$ cat config.mk
export PLATFORM = sky130hd
export DESIGN_NAME = seg_scan_ctrl_flat
export DESIGN_NICKNAME = d
export VERILOG_FILES = /design/src/rtl/seg_scan_if.sv /design/src/rtl/seg_scan_ctrl.sv /design/src/flat_wrapper.sv
export SDC_FILE = /design/constraint.sdc
export NUM_CORES = 1
export LEC_CHECK = 0
export ABC_AREA = 1
export CAP_MARGIN = 20
export CORE_ASPECT_RATIO = 1.5
export CORE_UTILIZATION = 50
export DETAILED_ROUTE_END_ITERATION = 6
export GPL_TIMING_DRIVEN = 0
export MAX_ROUTING_LAYER = met4
export PLACE_DENSITY_LB_ADDON = 0.1
export SLEW_MARGIN = 10
export SYNTH_ARGS = -nofsm -noshare
export SYNTH_HDL_FRONTEND = slang
export SYNTH_SLANG_ARGS = --single-unit
$ cat constraint.sdc
create_clock -name clk -period 2.4 [get_ports clk]
set_input_delay 0.24 -clock clk [delete_from_list [all_inputs] [get_ports clk]]
set_output_delay 0.24 -clock clk [all_outputs]
set_load 0.02 [all_outputs]
$ cat src/rtl/seg_scan_if.sv
// Bus bundle between the seven-segment scan controller and its user.
// master drives value/load/en/dp_in; slave (the controller) drives the display pins.
interface seg_scan_if;
   logic [15:0] value;
   logic        load;
   logic [3:0]  en;
   logic [3:0]  dp_in;
   logic [6:0]  segs;
   logic        dp;
   logic [3:0]  anodes;
   logic        pending;
   logic        frame_tick;

   modport master (
      output value, load, en, dp_in,
      input  segs, dp, anodes, pending, frame_tick
   );

   modport slave (
      input  value, load, en, dp_in,
      output segs, dp, anodes, pending, frame_tick
   );
endinterface

$ cat src/rtl/seg_scan_ctrl.sv
// Four-digit common-anode seven-segment scan controller.
// Time-multiplexes a double-buffered 16-bit hex value onto shared cathodes,
// blanking the start of each digit slot to suppress ghosting. New values are
// committed only at a frame boundary so a frame never mixes old and new digits.
// All display pins are registered: they reflect the previous cycle's scan state.
module seg_scan_ctrl #(
   parameter int REFRESH_DIV  = 50000,
   parameter int BLANK_CYCLES = 100
) (
   input logic        clk,
   input logic        rst_n,
   seg_scan_if.slave  bus
);

   localparam int CW = (REFRESH_DIV > 2) ? $clog2(REFRESH_DIV) : 1;
   localparam logic [CW-1:0] CNT_LAST  = CW'(REFRESH_DIV - 1);
   localparam logic [CW-1:0] BLANK_END = CW'(BLANK_CYCLES);

   logic [CW-1:0] cnt;
   logic [1:0]    idx;
   logic [15:0]   disp;
   logic [15:0]   shadow;
   logic          pending_q;
   logic [6:0]    segs_q;
   logic          dp_q;
   logic [3:0]    anodes_q;
   logic          frame_tick_q;

   logic          slot_end;
   logic          frame_end;
   logic          in_blank;
   logic          drive;
   logic [3:0]    nib;

   function automatic logic [6:0] hex_to_seg(input logic [3:0] h);
      logic [6:0] s;
      case (h)
         4'h0:    s = 7'b0000001;
         4'h1:    s = 7'b1001111;
         4'h2:    s = 7'b0010010;
         4'h3:    s = 7'b0000110;
         4'h4:    s = 7'b1001100;
         4'h5:    s = 7'b0100100;
         4'h6:    s = 7'b0100000;
         4'h7:    s = 7'b0001111;
         4'h8:    s = 7'b0000000;
         4'h9:    s = 7'b0001100;
         4'hA:    s = 7'b0001000;
         4'hB:    s = 7'b1100000;
         4'hC:    s = 7'b0110001;
         4'hD:    s = 7'b1000010;
         4'hE:    s = 7'b0110000;
         default: s = 7'b0111000;
      endcase
      return s;
   endfunction

   assign slot_end  = (cnt == CNT_LAST);
   assign frame_end = slot_end && (idx == 2'd3);
   assign in_blank  = (cnt < BLANK_END);
   assign drive     = !in_blank && bus.en[idx];

   // Select the nibble of the committed value for the current digit slot.
   always_comb begin
      nib = disp[3:0];
      case (idx)
         2'd0:    nib = disp[3:0];
         2'd1:    nib = disp[7:4];
         2'd2:    nib = disp[11:8];
         default: nib = disp[15:12];
      endcase
   end

   // Slot counter and digit index; the index advances when a slot completes.
   always_ff @(posedge clk or negedge rst_n) begin
      if (!rst_n) begin
         cnt <= '0;
         idx <= 2'd0;
      end else if (slot_end) begin
         cnt <= '0;
         idx <= idx + 2'd1;
      end else begin
         cnt <= cnt + 1'b1;
      end
   end

   // Double buffer: loads land in shadow and commit at a frame end; a load
   // coinciding with the frame end bypasses the shadow so it is not delayed
   // by a whole frame.
   always_ff @(posedge clk or negedge rst_n) begin
      if (!rst_n) begin
         disp      <= 16'h0000;
         shadow    <= 16'h0000;
         pending_q <= 1'b0;
      end else begin
         if (bus.load) begin
            shadow <= bus.value;
         end
         if (frame_end) begin
            pending_q <= 1'b0;
            if (bus.load) begin
               disp <= bus.value;
            end else if (pending_q) begin
               disp <= shadow;
            end
         end else if (bus.load) begin
            pending_q <= 1'b1;
         end
      end
   end

   // Registered display pins; a single one-hot anode register keeps two
   // digits from ever being driven in the same cycle.
   always_ff @(posedge clk or negedge rst_n) begin
      if (!rst_n) begin
         anodes_q     <= 4'b1111;
         segs_q       <= 7'b1111111;
         dp_q         <= 1'b1;
         frame_tick_q <= 1'b0;
      end else begin
         frame_tick_q <= frame_end;
         if (drive) begin
            anodes_q <= ~(4'b0001 << idx);
            segs_q   <= hex_to_seg(nib);
            dp_q     <= ~bus.dp_in[idx];
         end else begin
            anodes_q <= 4'b1111;
            segs_q   <= 7'b1111111;
            dp_q     <= 1'b1;
         end
      end
   end

   assign bus.anodes     = anodes_q;
   assign bus.segs       = segs_q;
   assign bus.dp         = dp_q;
   assign bus.pending    = pending_q;
   assign bus.frame_tick = frame_tick_q;

endmodule

$ cat src/flat_wrapper.sv
// flat-port wrapper written by rule: the top's interface ports become plain ports
module seg_scan_ctrl_flat 
#(
   parameter int REFRESH_DIV  = 50000,
   parameter int BLANK_CYCLES = 100
)
  (clk, rst_n, bus_value, bus_load, bus_en, bus_dp_in, bus_segs, bus_dp, bus_anodes, bus_pending, bus_frame_tick);
  seg_scan_if bus_i ();
  input logic clk;
  input logic rst_n;
  input wire logic [$bits(bus_i.value)-1:0] bus_value;
  input wire logic [$bits(bus_i.load)-1:0] bus_load;
  input wire logic [$bits(bus_i.en)-1:0] bus_en;
  input wire logic [$bits(bus_i.dp_in)-1:0] bus_dp_in;
  output wire logic [$bits(bus_i.segs)-1:0] bus_segs;
  output wire logic [$bits(bus_i.dp)-1:0] bus_dp;
  output wire logic [$bits(bus_i.anodes)-1:0] bus_anodes;
  output wire logic [$bits(bus_i.pending)-1:0] bus_pending;
  output wire logic [$bits(bus_i.frame_tick)-1:0] bus_frame_tick;
  assign bus_i.value = bus_value;
  assign bus_i.load = bus_load;
  assign bus_i.en = bus_en;
  assign bus_i.dp_in = bus_dp_in;
  assign bus_segs = bus_i.segs;
  assign bus_dp = bus_i.dp;
  assign bus_anodes = bus_i.anodes;
  assign bus_pending = bus_i.pending;
  assign bus_frame_tick = bus_i.frame_tick;
  seg_scan_ctrl #(.REFRESH_DIV(REFRESH_DIV), .BLANK_CYCLES(BLANK_CYCLES)) u_core (.clk(clk), .rst_n(rst_n), .bus(bus_i));
endmodule
==> impl_metrics.tcl, run 1 <==
set metrics [dict create \
    status "finished with violations" \
    failed_checks "hold timing" \
    netSwitchingPower_uw 484 \
    num-fill-cells 553 \
    yosysUniqueCellTypes 28 \
    critPathKind "reg -> reg" \
    power.leakage_nw 2.00 \
    fin_cells 537 \
    tritoncts "done" \
    nets 498 \
    slowest_delay_ns 0.47 \
    hold_buffers 0 \
    clockRootBuffer "clkbuf_8" \
    io_pins 41 \
    die_width_um 68.2 \
    first_pass_iters 4 \
    wl_met2_um 4050 \
    grt_pass1_wl_um 12400 \
    antenna_cells 0 \
    globalRouteTotalUtil_pct 25.3 \
    core_area_um2 6260 \
    setup_tns_ns 0 \
    post-synth-top-area-cell "dfrtp_1" \
    crit_path_start_kind "flip-flop" \
    initial_core_util_pct 52.5 \
    drv_cap 0 \
    hpwlAfterDp_um 5390 \
    holdWs_ns -0.0154 \
    rsz0062_at_grt "false" \
    grt-ovfl-total 0 \
    area_growth_pct 21.5 \
    htree_num_levels 3 \
    drc 0 \
    power_frac_comb_pct 4.6 \
    crit_fanout 8 \
    drt_iter0_markers 142 \
    fin_skew_ns 0.00792 \
    syn-cell-area_um2 3290 \
    crit_slowest_cell "dfrtp_1" \
    cts_buffer_depth 2 \
    crit_chain "inv_2 > ha_1 > nand2_1 > nand2_1 > nor2_1 > nor2_2 > inv_1 > ha_1 > nand3_1 > nor2_1 > nor2_1 > nand2_1" \
    synth.ff_latch_count 64 \
    min_period_over_period_pct 87.9 \
    r2r_cells 12 \
    finalHoldViolations 16 \
    grt_pass1_vias 2832 \
    total_power_mw 2.24 \
    setup_viol 0 \
    yosysWarnings 0 \
    floorplan.rows 35 \
    p_sw_share_pct 21.6 \
    vias 2765 \
    io_buffers 39 \
    antenna_found_initial 0 \
    routedWlPerCell_um 13.5 \
    viasPerCell 5.15 \
    netlist_instances 409 \
    syn_nets 448 \
    fp.dieH_um 101 \
    totalWireLength_um 7270 \
    drive_gt1_share_pct 12.1 \
    clock_power_share_pct 45.9 \
    place.gp.congestion 0.879 \
    cp_data_required_time_ns 2.66 \
    clkTransAtPathRegs_ns 0.07 \
    p_int_mw 1.76 \
    worst_pin_slew_ns 0.779 \
    slew_viol_final 0 \
    place_inst 522 \
    crit_path_end_kind "flip-flop" \
    yosysTopAreaCellShare_pct 39.6 \
    r2r_end "u_core.bus.segs[5]" \
    post_dp_cell_area_um2 3770 \
    reg2reg_from "u_core.idx[0]" \
    stdcell_area_um2 4000 \
    grt_max_degree 65 \
    highest_layer "met4" \
    fin_crit_ns 2.11 \
    die-area_um2 6910 \
    postSynthAreaPerCell_um2 8.04 \
    ant_nets 0 \
    hold_class "in -> async" \
    power_density_nw_per_um2 561 \
    seq_area_frac_synth_pct 49.2 \
    cp_data_arrival_time_ns 2.37 \
    cts_sinks 64 \
    drt-met1-wl_um 2960 \
    slew_headroom_pct 48.1 \
    pwr-share-seq_pct 49.4 \
    met3_length_um 139 \
    cts_buffers 9 \
    reg2reg_slack_ns 0.29 \
    synthTopCellsByArea "dfrtp_1, nand2_1, dfstp_2" \
    ir_drop_v 0.000359 \
    clk_latency_ns 0.33 \
    fmax_mhz 474 \
]
==> layer usage <==
layer,global-route usage (%),vias up
met3,4.17,14
li1,-,1396
met5,-,-
met2,45.1,48
met1,26.7,1307
met4,10.4,0
==> timing repair <==
action,CTS,global route
buffers inserted,0,0
resized for setup,0,3
setup endpoints to repair,0,6
==> Yosys cell counts <==
cell / instances
nor2_1: 34
dfrtp_1: 52
clkinv_2: 1
nor2_4: 4
nand2_2: 3
nand3_1: 23
nand2_1: 159
o21ai_0: 10
a21oi_1: 3
nor3_2: 1
xor2_1: 7
inv_2: 3
or2_0: 2
or2_2: 1
o21a_1: 1
nand3_2: 1
nand3b_1: 1
nand4_1: 20
clkbuf_1: 2
buf_2: 5
buf_6: 4
nor2_2: 1
ha_1: 12
o22ai_1: 3
nand4_4: 1
nor3_1: 9
dfstp_2: 12
inv_1: 34
==> flip-flops by register name (all words and copies together), names as in the netlist <==
register               cells
u_core.bus.anodes          4
u_core.shadow             16
u_core.idx                 2
u_core.bus.segs            7
u_core.disp               16
u_core.bus.dp              1
u_core.bus.pending         1
u_core.cnt                16
u_core.bus.frame_tick      1
==> cell families (layout without fill, tap and decap cells) <==
family / Yosys count / in the layout / synth area share [%]
and+or+nand+nor: 260 / 260 / 34.9
DFF: 64 / 64 / 49.2
buffers and inverters: 49 / 103 / 6.73
AOI/OAI and AO/OA: 17 / 17 / 2.78
adders and majority gates: 12 / 12 / 4.57
xor gates and xnor gates: 7 / 7 / 1.86
==> through the flow <==
step / worst slack, ns / utilization, %
2_1_floorplan: 0.479 / -
3_3_place_gp: -0.936 / 60.2
3_5_place_dp: 0.0578 / 60.2
4_1_cts: 0.0465 / 63.7
5_1_grt: 0.0294 / 63.8
6_report: 0.290 / 63.8
==> critical path, delay by kind of cell (launching register included) <==
kind / cells / cell delay, ns
fa+ha+maj: 2 / 0.62
simple gates: 8 / 0.61
flops: 1 / 0.47
buf+inv: 2 / 0.32
==> layout make-up <==
cell class                 instances  area, um2  area share, %
buffer                            11       77.6           1.94
clock buffer                      10        138           3.44
clock inverter                     5       81.3           2.04
inverter                          38        144           3.60
multi-input combinational        296       1460           36.5
sequential                        64       1620           40.5
tap                               74       92.6           2.32
timing repair buffer              39        388           9.71
==> how the worst max path moves through the flow <==
stage | start | end | slack (ns)
global route | u_core.idx[0] | u_core.bus.segs[5] | 0.03
CTS | u_core.idx[0] | u_core.bus.segs[3] | 0.05
floorplan | u_core.idx[0] | u_core.bus.segs[3] | 0.48
detailed placement | u_core.idx[0] | u_core.bus.segs[3] | 0.06
finish | u_core.idx[0] | u_core.bus.segs[5] | 0.29
global placement | rst_n | u_core.cnt[9] | -0.94
==> layout by cell type (no fill, tap or decap), drive strengths merged <==
master         instances
nand2                162
a21oi                  3
nor3                  10
o22ai                  3
or2                    3
nand3                 24
clkbuf                12
clkinv                 3
nand4                 21
dfrtp                 52
o21ai                 10
buf                   10
clkinvlp               1
xor2                   7
o21a                   1
ha                    12
inv                   37
bufinv                 2
clkdlybuf4s50         38
nor2                  39
nand3b                 1
dfstp                 12
==> power groups by stage <==
stage / clock network (mW) / registers, mW / logic [mW]
after floorplan: 0 / 1.13 / 0.0358
after global placement: 0 / 1.13 / 0.106
after detailed placement: 0 / 1.13 / 0.107
after CTS: 1.05 / 1.11 / 0.107
after global routing: 1.10 / 1.11 / 0.120
final: 1.03 / 1.11 / 0.104
Note: power is estimated with default switching activity, not from simulation.
==> inputs of run 2 (changes only) <==
- SETUP_SLACK_MARGIN: unset -> 0.15
==> run 2 against run 1 <==
Compared with the run above: the flow still finishes with violations (hold timing); clock-buffer cell count is the same; register-to-register slack better by 0.08 ns; global-route usage hardly changed; sequential cell count did not move; largest cell class unchanged.
==> impl_metrics.tcl, run 2 (synthesis results as in run 1) <==
set metrics [dict create \
    status "finished with violations" \
    failed_checks "hold timing" \
    total_power_mw 2.24 \
    hold_buffers 0 \
    wl_met2_um 4070 \
    num-fill-cells 552 \
    crit_path_end_kind "flip-flop" \
    routedWlPerCell_um 13.6 \
    worst_pin_slew_ns 0.778 \
    clockRootBuffer "clkbuf_8" \
    power_density_nw_per_um2 560 \
    hpwlAfterDp_um 5390 \
    setup_tns_ns 0 \
    io_pins 41 \
    drt_iter0_markers 137 \
    floorplan.rows 35 \
    power.leakage_nw 2.00 \
    fmax_mhz 492 \
    fp.dieH_um 101 \
    grt_pass1_wl_um 12400 \
    cp_data_required_time_ns 2.65 \
    cts_buffers 9 \
    holdWs_ns -0.0184 \
    drc 0 \
    post_cts_buffers 0 \
    hold_class "in -> async" \
    grt_pass1_vias 2827 \
    clk_latency_ns 0.34 \
    highest_layer "met4" \
    antenna_cells 0 \
    slew_headroom_pct 48.2 \
    drive_gt1_share_pct 13.0 \
    grt-ovfl-total 0 \
    clkTransAtPathRegs_ns 0.07 \
    tritoncts "done" \
    vias 2760 \
    crit_fanout 10 \
    cts_buffer_depth 2 \
    cts_sinks 64 \
    layout_common_cells "nand2_1, dfrtp_1, clkdlybuf4s50_1" \
    largestRegisters "u_core.cnt: 16 flops, u_core.disp: 16 flops, u_core.shadow: 16 flops" \
    drt-met1-wl_um 2960 \
    nets 498 \
    core_area_um2 6260 \
    htree_num_levels 3 \
    io_buffers 39 \
    met3_length_um 152 \
    crit_path_start_kind "flip-flop" \
    min_period_over_period_pct 84.7 \
    finalHoldViolations 28 \
    antenna_found_initial 0 \
    slew_viol_final 0 \
    drv_cap 0 \
    grt_max_degree 65 \
    rsz0062_at_grt "false" \
    place.gp.congestion 0.879 \
    setup_viol 0 \
    layout_commonest_cell "nand2_1" \
    fin_skew_ns 0.00822 \
    die-area_um2 6910 \
    die_width_um 68.2 \
    critPathKind "reg -> reg" \
    viasPerCell 5.14 \
    initial_core_util_pct 52.5 \
    cp_data_arrival_time_ns 2.29 \
    globalRouteTotalUtil_pct 25.3 \
    ant_nets 0 \
    ir_drop_v 0.000359 \
    fin_crit_ns 2.03 \
    totalWireLength_um 7280 \
    area_growth_pct 21.8 \
    first_pass_iters 4 \
]
-- run 2: final timing paths --
path / depth (start not counted) / slack (ns) / from / endpoint
hold / removal: 1 / -0.02 / rst_n / u_core.shadow[11]
hold reg to reg: 1 / 0.46 / u_core.cnt[0] / u_core.cnt[0]
max in group asynchronous: 1 / 1.91 / rst_n / u_core.idx[0]
min in group clk: 3 / 0.17 / bus_load / u_core.shadow[3]
setup reg to reg: 10 / 0.37 / u_core.idx[0] / u_core.bus.segs[3]
setup / recovery: 10 / 0.37 / u_core.idx[0] / u_core.bus.segs[3]
-- run 2: where the power goes --
part	switching [mW]	leakage, nW	total, mW	internal, mW
sequential	0.00657	0.805	1.11	1.10
clock	0.424	0.108	1.03	0.607
combinational	0.0548	1.08	0.104	0.0495
total	0.485	2.00	2.24	1.76
-- run 2: final cells by class --
type | instances | area [um2] | share of cell area (%)
multi-input cells | 296 | 1470 | 36.6
inverters | 38 | 146 | 3.65
plain buffers | 11 | 77.6 | 1.94
well taps | 74 | 92.6 | 2.31
repair buffers | 39 | 388 | 9.68
clock buffers | 10 | 138 | 3.44
clock inverters | 5 | 81.3 | 2.03
flip-flops and latches | 64 | 1620 | 40.3
-- run 2: through the flow --
step           instances  setup WS (ns)  utilization [%]  instance area [um2]
2_1_floorplan        409          0.479                -                 3290
3_3_place_gp         522         -0.936             60.2                 3770
3_5_place_dp         522         0.0578             60.2                 3770
4_1_cts              537          0.156             63.8                 3990
5_1_grt              537          0.176             64.0                 4010
6_report             537          0.368             64.0                 4010
-- run 2: timing repair --
action	CTS	global route
setup endpoints to repair	6	6
hold endpoints to repair	0	0
resized for setup	2	6
cloned	0	0
-- run 2: critical path, cell delays in order (launching register included) --
cell,delay (ns)
dfrtp_1,0.49
ha_1,0.28
inv_2,0.14
nand2_1,0.10
o22ai_2,0.27
inv_1,0.11
ha_1,0.28
nand3_1,0.08
nand2_1,0.06
nand2_1,0.06
nand3_1,0.08
-- run 2: metal layers --
layer,global-route usage [%],up-vias
met3,4.17,10
li1,-,1397
met2,45.0,46
met4,10.4,0
met5,-,-
met1,26.7,1307
==> inputs of run 3 (changes only) <==
- clock period: 2.4 -> 1.7 ns (I/O delays scaled with it)
==> run 3 against run 2 <==
Compared with the run above: the flow finishes with violations (setup timing); sequential power increased by 41%; hold slack better by 0.12 ns; largest cell class is now multi-input combinational cells; clock-buffer cell count fell by 1; largest power group unchanged; routed wire length increased by 9.9%; core utilization grew 8.6 points; setup slack lost 0.46 ns; final cell count is 5.2% higher.
==> impl_metrics.tcl, run 3 (synthesis results as in run 1) <==
set metrics [dict create \
    grt_max_degree 65 \
    place.gp.congestion 0.908 \
    rsz0062_at_grt "true" \
    finalHoldViolations 0 \
    place_inst 522 \
    hpwlAfterDp_um 5550 \
    io_buffers 39 \
    floorplan.rows 35 \
    worst_pin_slew_ns 0.800 \
    power.leakage_nw 2.18 \
    slew_viol_final 0 \
    crit_fanout 7 \
    tritoncts "done" \
    totalWireLength_um 8000 \
    grt_pass1_wl_um 12800 \
    die-area_um2 6910 \
    drc 0 \
    slew_headroom_pct 46.7 \
    grt_pass1_vias 2909 \
    drt_iter0_markers 106 \
    status "finished with violations" \
    antenna_cells 0 \
    largestRegisters "u_core.cnt: 16 flops, u_core.disp: 16 flops, u_core.shadow: 16 flops" \
    cts_buffers 9 \
    grt-ovfl-total 0 \
    setup_tns_ns -0.405 \
    cp_data_required_time_ns 2.00 \
    viasPerCell 5.15 \
    core_area_um2 6260 \
    failed_checks "setup timing" \
    clk_latency_ns 0.35 \
    layout_common_cells "nand2_1, dfrtp_1, inv_1" \
    fp.dieH_um 101 \
    clkTransAtPathRegs_ns 0.08 \
    crit_path_end_kind "flip-flop" \
    drv_cap 0 \
    routedWlPerCell_um 14.2 \
    layout_commonest_cell "nand2_1" \
    holdWs_ns 0.0980 \
    drive_gt1_share_pct 27.9 \
    antenna_found_initial 0 \
    vias 2910 \
    ir_drop_v 0.000544 \
    clockRootBuffer "clkbuf_8" \
    setup_ws_ns -0.0896 \
    fmax_mhz 559 \
    min_period_over_period_pct 105 \
    cp_data_arrival_time_ns 2.09 \
    htree_num_levels 3 \
    power_density_nw_per_um2 698 \
    io_pins 41 \
    reg2reg_slack_ns -0.09 \
    fin_crit_ns 1.79 \
    nets 525 \
    fin_cells 565 \
    crit_path_start_kind "flip-flop" \
    die_width_um 68.2 \
    dpl_worst_slack_ns -0.249 \
    initial_core_util_pct 52.5 \
    first_pass_iters 4 \
    globalRouteTotalUtil_pct 26.2 \
    cts_buffer_depth 2 \
    hold_class "in -> reg" \
    setup_viol 7 \
    critPathKind "reg -> reg" \
    ant_nets 0 \
    fin_skew_ns 0.00894 \
    cts_sinks 64 \
    area_growth_pct 38.2 \
]
-- run 3: layout make-up --
type	count	area, um2
plain buffers	11	87.6
clock buffers	9	124
well taps	74	92.6
fillers	514	1720
repair buffers	66	621
clock inverters	7	95.1
inverters	38	159
flip-flops and latches	64	1620
multi-input cells	296	1750
-- run 3: final timing paths --
kind | startpoint | end | cells after the start
min in group asynchronous | rst_n | u_core.shadow[9] | 2
worst min-delay path | bus_load | u_core.shadow[2] | 3
worst max-delay path | u_core.idx[0] | u_core.bus.segs[1] | 11
worst min register to register | u_core.shadow[10] | u_core.shadow[10] | 2
worst max register to register | u_core.idx[0] | u_core.bus.segs[1] | 11
max in group asynchronous | rst_n | u_core.idx[0] | 2
-- run 3: power by group --
| part | total (mW) | leakage (nW) | switching, mW | internal (mW) |
|---|---|---|---|---|
| Sequential | 1.57 | 0.801 | 0.00896 | 1.56 |
| Clock | 1.46 | 0.110 | 0.628 | 0.827 |
| Combinational | 0.150 | 1.27 | 0.0785 | 0.0715 |
| Total | 3.17 | 2.18 | 0.716 | 2.45 |
-- run 3: routing by layer --
layer	share of wire (%)	vias up	track usage, %	wire [um]
met3	2.6	17	4.62	205
li1	-	1456	-	-
met1	38	1395	26.6	3030
met4	2.6	0	14.1	210
met2	57	42	46.0	4550
met5	0	-	-	0
-- run 3: per-stage QoR --
step / cell area [um2] / power (mW) / util [%]
floorplan: 3400 / 1.64 / -
global placement: 3880 / 1.74 / 62.0
detailed placement: 3880 / 1.75 / 61.9
CTS: 4250 / 3.20 / 67.8
global route: 4540 / 3.26 / 72.6
finish: 4540 / 3.17 / 72.6
-- run 3: timing repair --
item                                   in CTS  in global routing
gates resized for setup                    34                 48
cloned                                      0                  1
setup buffers                               9                 16
hold buffers                                1                  0
endpoints found under the hold margin      52                  0
pin swaps                                  12                 21
setup endpoints to repair                  34                 36
-- run 3: critical path, cell delays in order (launching register included) --
cell,delay [ns]
dfrtp_2,0.49
inv_4,0.08
ha_4,0.18
nand2_2,0.07
nand2_2,0.07
o22ai_4,0.21
buf_6,0.14
ha_4,0.14
nand3_2,0.08
nor2_2,0.15
nor2_1,0.07
nand2_1,0.06
